### config.mk
export PLATFORM = sky130hd
export DESIGN_NAME = halflife_input_conditioner
export DESIGN_NICKNAME = d
export VERILOG_FILES = /design/src/rtl/halflife_input_conditioner.sv
export SDC_FILE = /design/constraint.sdc
export NUM_CORES = 1
export LEC_CHECK = 0
export ABC_AREA = 1
export CORE_MARGIN = 2
export CORE_UTILIZATION = 27
export CTS_CLUSTER_SIZE = 24
export DETAILED_ROUTE_END_ITERATION = 6
export PLACE_DENSITY = 0.51
export SLEW_MARGIN = 10
export SYNTH_ARGS = -nofsm -noshare
export SYNTH_HDL_FRONTEND = slang
export SYNTH_SLANG_ARGS = --single-unit
### constraint.sdc
create_clock -name clk -period 2.8 [get_ports clk]
set_input_delay 0.56 -clock clk [delete_from_list [all_inputs] [get_ports clk]]
set_output_delay 0.56 -clock clk [all_outputs]
set_load 0.02 [all_outputs]
### src/rtl/halflife_input_conditioner.sv
// Input conditioner for the half-life timer counter: synchronises and debounces the
// raw pad buttons and turns them into single-cycle up/down/load command strobes.
module halflife_input_conditioner #(
    parameter int DEBOUNCE_CYCLES = 50000,
    parameter int REPEAT_DELAY    = 5000000,
    parameter int REPEAT_PERIOD   = 1000000
) (
    input  logic       clk,
    input  logic       reset,
    input  logic       btn_up,
    input  logic       btn_down,
    input  logic       btn_load,
    input  logic [3:0] din,
    output logic       up,
    output logic       down,
    output logic       load,
    output logic [3:0] load_val
);

    localparam int DW   = $clog2(DEBOUNCE_CYCLES + 1);
    localparam int RMAX = (REPEAT_DELAY > REPEAT_PERIOD) ? REPEAT_DELAY : REPEAT_PERIOD;
    localparam int RW   = $clog2(RMAX + 1);

    localparam logic [DW-1:0] DEB_LAST = DW'(DEBOUNCE_CYCLES - 1);
    localparam logic [RW-1:0] RD_LAST  = RW'((REPEAT_DELAY == 0) ? 0 : REPEAT_DELAY - 1);
    localparam logic [RW-1:0] RP_LAST  = RW'(REPEAT_PERIOD - 1);

    typedef enum logic [1:0] {
        IDLE,
        HELD,
        REPEAT
    } state_t;

    // Bit order for the button vectors: 0 = up, 1 = down, 2 = load
    logic [2:0]    btn_meta;
    logic [2:0]    btn_sync;
    logic [3:0]    din_meta;
    logic [3:0]    din_sync;
    logic [2:0]    deb;
    logic [DW-1:0] deb_cnt [3];

    state_t        rep_state [2];
    logic [RW-1:0] rep_cnt   [2];
    state_t        ld_state;

    logic [1:0]    rep_due;
    logic          load_due;

    always_ff @(posedge clk) begin
        if (reset) begin
            btn_meta <= '0;
            btn_sync <= '0;
            din_meta <= '0;
            din_sync <= '0;
        end else begin
            btn_meta <= {btn_load, btn_down, btn_up};
            btn_sync <= btn_meta;
            din_meta <= din;
            din_sync <= din_meta;
        end
    end

    // The debounced level only flips after the synced level has disagreed for a full run
    always_ff @(posedge clk) begin
        if (reset) begin
            deb <= '0;
            for (int i = 0; i < 3; i++) begin
                deb_cnt[i] <= '0;
            end
        end else begin
            for (int i = 0; i < 3; i++) begin
                if (btn_sync[i] != deb[i]) begin
                    if (deb_cnt[i] == DEB_LAST) begin
                        deb[i]     <= btn_sync[i];
                        deb_cnt[i] <= '0;
                    end else begin
                        deb_cnt[i] <= deb_cnt[i] + 1'b1;
                    end
                end else begin
                    deb_cnt[i] <= '0;
                end
            end
        end
    end

    always_comb begin
        rep_due = '0;
        for (int i = 0; i < 2; i++) begin
            case (rep_state[i])
                IDLE:    rep_due[i] = deb[i];
                HELD:    rep_due[i] = deb[i] && (REPEAT_DELAY != 0) && (rep_cnt[i] == RD_LAST);
                REPEAT:  rep_due[i] = deb[i] && (rep_cnt[i] == RP_LAST);
                default: rep_due[i] = 1'b0;
            endcase
        end
        load_due = (ld_state == IDLE) && deb[2];
    end

    // Button FSMs plus registered strobes; arbitration drops pulses without disturbing FSM timing
    always_ff @(posedge clk) begin
        if (reset) begin
            for (int i = 0; i < 2; i++) begin
                rep_state[i] <= IDLE;
                rep_cnt[i]   <= '0;
            end
            ld_state <= IDLE;
            up       <= 1'b0;
            down     <= 1'b0;
            load     <= 1'b0;
            load_val <= '0;
        end else begin
            for (int i = 0; i < 2; i++) begin
                case (rep_state[i])
                    IDLE: begin
                        if (deb[i]) begin
                            rep_state[i] <= HELD;
                            rep_cnt[i]   <= '0;
                        end
                    end
                    HELD: begin
                        if (!deb[i]) begin
                            rep_state[i] <= IDLE;
                        end else if (REPEAT_DELAY != 0) begin
                            if (rep_cnt[i] == RD_LAST) begin
                                rep_state[i] <= REPEAT;
                                rep_cnt[i]   <= '0;
                            end else begin
                                rep_cnt[i] <= rep_cnt[i] + 1'b1;
                            end
                        end
                    end
                    REPEAT: begin
                        if (!deb[i]) begin
                            rep_state[i] <= IDLE;
                        end else if (rep_cnt[i] == RP_LAST) begin
                            rep_cnt[i] <= '0;
                        end else begin
                            rep_cnt[i] <= rep_cnt[i] + 1'b1;
                        end
                    end
                    default: begin
                        rep_state[i] <= IDLE;
                        rep_cnt[i]   <= '0;
                    end
                endcase
            end

            case (ld_state)
                IDLE:    if (deb[2]) ld_state <= HELD;
                HELD:    if (!deb[2]) ld_state <= IDLE;
                default: ld_state <= IDLE;
            endcase

            up   <= rep_due[0] && !rep_due[1] && !load_due;
            down <= rep_due[1] && !rep_due[0] && !load_due;
            load <= load_due;
            if (load_due) begin
                load_val <= din_sync;
            end
        end
    end

endmodule

==> flow_metrics.env <==
export IMPL_layout_common_cells="153 x nor2_1, 130 x nand2_1, 121 x inv_1"
export IMPL_synth_top_area_share=0.4147
export IMPL_layout_drive_gt1_share=0.08315
export IMPL_post_place_ws_ns=0.2390
export IMPL_core_area_um2=25760
export IMPL_async_flop_share=0
export IMPL_fin_area_um2=8361
export IMPL_cts_tree="yes"
export IMPL_instances_no_fill=1261
export IMPL_maxSlewViolCount=0
export IMPL_dp_cells=1229
export IMPL_cts_max_path_buffers=2
export IMPL_ys_ff_latch=123
export IMPL_dp_hpwl_um=9764
export IMPL_cts_htree_levels=4
export IMPL_rows=59
export IMPL_period_needed_ns=2.161
export IMPL_cts_root_buffer="clkbuf_16"
export IMPL_yosysWarnings=0
export IMPL_hp_class="flop to flop"
export IMPL_cts_made_buffers=17
export IMPL_first_pass_iters=4
export IMPL_cp_start_kind="flop"
export IMPL_ys_flop_type="edfxtp_1"
export IMPL_min_path_cells=2
export IMPL_grt_util_all_layers=0.1060
export IMPL_fmax_mhz=462.8
export IMPL_regToRegEndpoint="rep_cnt[0][22]"
export IMPL_path_delay_family="simple AND/OR/NAND/NOR gates"
export IMPL_netlist_area_um2=7024
export IMPL_hold_start="din_meta[3]"
export IMPL_die_w_um=165.3
export IMPL_place_gp_congestion=0.7743
export IMPL_drc_errors=0
export IMPL_path_clk_slew_ns=0.06
export IMPL_ys_seq_area_frac=0.4888
export IMPL_cp_max_fo=13
export IMPL_io_buffers=15
export IMPL_clock_sinks=123
export IMPL_cp_slowest_stage_delay_ns=0.38
export IMPL_layout_nets=937
export IMPL_worstSkewPairLatency_ns=0.42
export IMPL_grt_pass1_wl_um=23340
export IMPL_grt_overflow=0
export IMPL_endpoint_kind="flop"
export IMPL_reg2reg_from="rep_cnt[0][0]"
export IMPL_rsz0062_at_grt="no"
export IMPL_fin_setup_tns_ns=0
export IMPL_finalPower_w=0.004605
export IMPL_maxCapViolations=0
export IMPL_via_per_inst=4.258
export IMPL_critPathRequiredTime_ns=2.96
export IMPL_yosys_area_top_type="edfxtp_1"
export IMPL_ys_top_cells_by_area="edfxtp_1 41%, nor2_1 8.2%, dfxtp_1 7.4%, nand2_1 6.9%, inv_1 6.5%"
export IMPL_fin_skew_ns=0.009578
export IMPL_placed_area_um2=7754
export IMPL_synth_cells=838
export IMPL_ff2ff_setup_slack_ns=0.64
export IMPL_antenna_found_initial=0
export IMPL_start_util=0.2726
export IMPL_drtIter0Drc=229
export IMPL_r2r_cells=9
export IMPL_cts_resized=0
export IMPL_synth_edf_count=97
export IMPL_setup_violations=0
export IMPL_syn_to_final_growth_pct=19.02
export IMPL_num_vias=5369
export IMPL_antenna_left=0
export IMPL_status="finished, final reports clean"
export IMPL_p_leak_nw=3.280
export IMPL_post_cts_buffers=0
export IMPL_synth_cell_types=45
export IMPL_final_common_cell="nor2_1"
export IMPL_wirelength_um=13370
export IMPL_vdd_drop_max_uv=406.5
export IMPL_worstSetupPathType="flop to flop"
export IMPL_crit_path_cell_trace="ha_1 > nand3_2 > nor2_2 > nand3_1 > nand2_1 > nand2_1 > nand3_2 > buf_4 > nor2_1"
export IMPL_fp_dieArea_um2=27320
export IMPL_power_density_nw_per_um2=550.8
export IMPL_pin_count=16
export IMPL_hold_end="din_sync[3]"
export IMPL_grt_pass1_vias=5132
export IMPL_hold_viol=0
export IMPL_holdBufCountCts=0
export IMPL_path_buf_inv=1
export IMPL_grt_max_degree=26
export IMPL_diodes=0
export IMPL_chipHeight_um=165.3
export IMPL_routed_wire_length_per_instance_um=10.60
export IMPL_crit_slowest_cell="edfxtp_1"
export IMPL_fin_crit_sh=0.7717
export IMPL_synth_avg_cell_area_um2=8.382
export IMPL_fin_ws_ns=0.6392
export IMPL_critPathArrivalTime_ns=2.32
layer usage:
layer | share of wire | track usage
met1 | 0.49 | 0.1349
met2 | 0.47 | 0.1771
met3 | 0.029 | 0.02373
met4 | 0.013 | 0.03723
met5 | 0 | 0
cell usage after synthesis, types with 2 or more instances:
master    instances
clkinv_1          2
xnor2_1           7
a21oi_1          28
nand2_2           5
nor4_1            6
nor2_2            8
edfxtp_1         97
buf_1             2
o21a_1            2
a22o_1            4
nor3b_2           2
ha_1             15
xor2_1           28
nor2_4            4
inv_2             6
nor3_1           35
dfxtp_1          26
nand2_1         130
nand4_1          25
nor3b_1          15
inv_1           121
nand3b_1          5
or2_2             2
nor3_2            6
nand3_1          60
o21ai_0          12
a31oi_1           2
buf_2             5
nand3_2           4
nor2_1          153
o21bai_1          2
buf_4             6
logic make-up after synthesis:
group / synth area share
simple gates: 0.3096
buf+inv: 0.08283
fa+ha+maj: 0.02672
other cells: 0.0005339
flops: 0.4888
compound gates: 0.04791
xor+xnor: 0.04364
layout make-up:
class	count	area (um^2)
multi-input cells	618	3186
clock inverters	5	50.05
repair buffers	23	222.7
fillers	2668	17400
flip-flops and latches	123	3433
inverters	130	493.0
clock buffers	27	556.8
well taps	335	419.2
where the power goes:
group	switching (W)	total [W]	internal [W]
Clock	0.000784	0.00223	0.00145
Combinational	0.000155	0.000243	0.0000881
Sequential	0.0000767	0.00213	0.00205
Total	0.00102	0.00460	0.00359
worst max-delay path by stage:
stage                        startpoint             end  slack (ns)  cells after the start
after floorplan                   reset   rep_cnt[0][0]        0.67                      4
after global placement            reset   rep_cnt[0][6]        0.28                      8
after detailed placement          reset   rep_cnt[0][6]        0.24                      8
after CTS                 rep_cnt[0][0]  rep_cnt[0][22]        0.60                      9
after global routing      rep_cnt[0][0]  rep_cnt[0][22]        0.44                      9
final                     rep_cnt[0][0]  rep_cnt[0][22]        0.64                      9
state kept, by name, summed over array words and instances (netlist names), 3 cells and up:
signal	flops
deb_cnt	48
rep_cnt	46
din_meta	4
din_sync	4
load_val	4
rep_state	4
btn_meta	3
btn_sync	3
deb	3
worst reg2reg max path, cell delays in order, from the launching register on:
cell	delay (ns)
edfxtp_1	0.38
ha_1	0.22
nand3_2	0.15
nor2_2	0.25
nand3_1	0.19
nand2_1	0.11
nand2_1	0.07
nand3_2	0.21
buf_4	0.27
nor2_1	0.07
metrics by stage:
stage	hold slack, ns	utilization
after floorplan	0.3883	-
after global placement	0.3890	0.3010
after detailed placement	0.3948	0.3010
after CTS	0.4021	0.3245
after global routing	0.4127	0.3245
final	0.3995	0.3245
(Power assumes the default switching activity.)
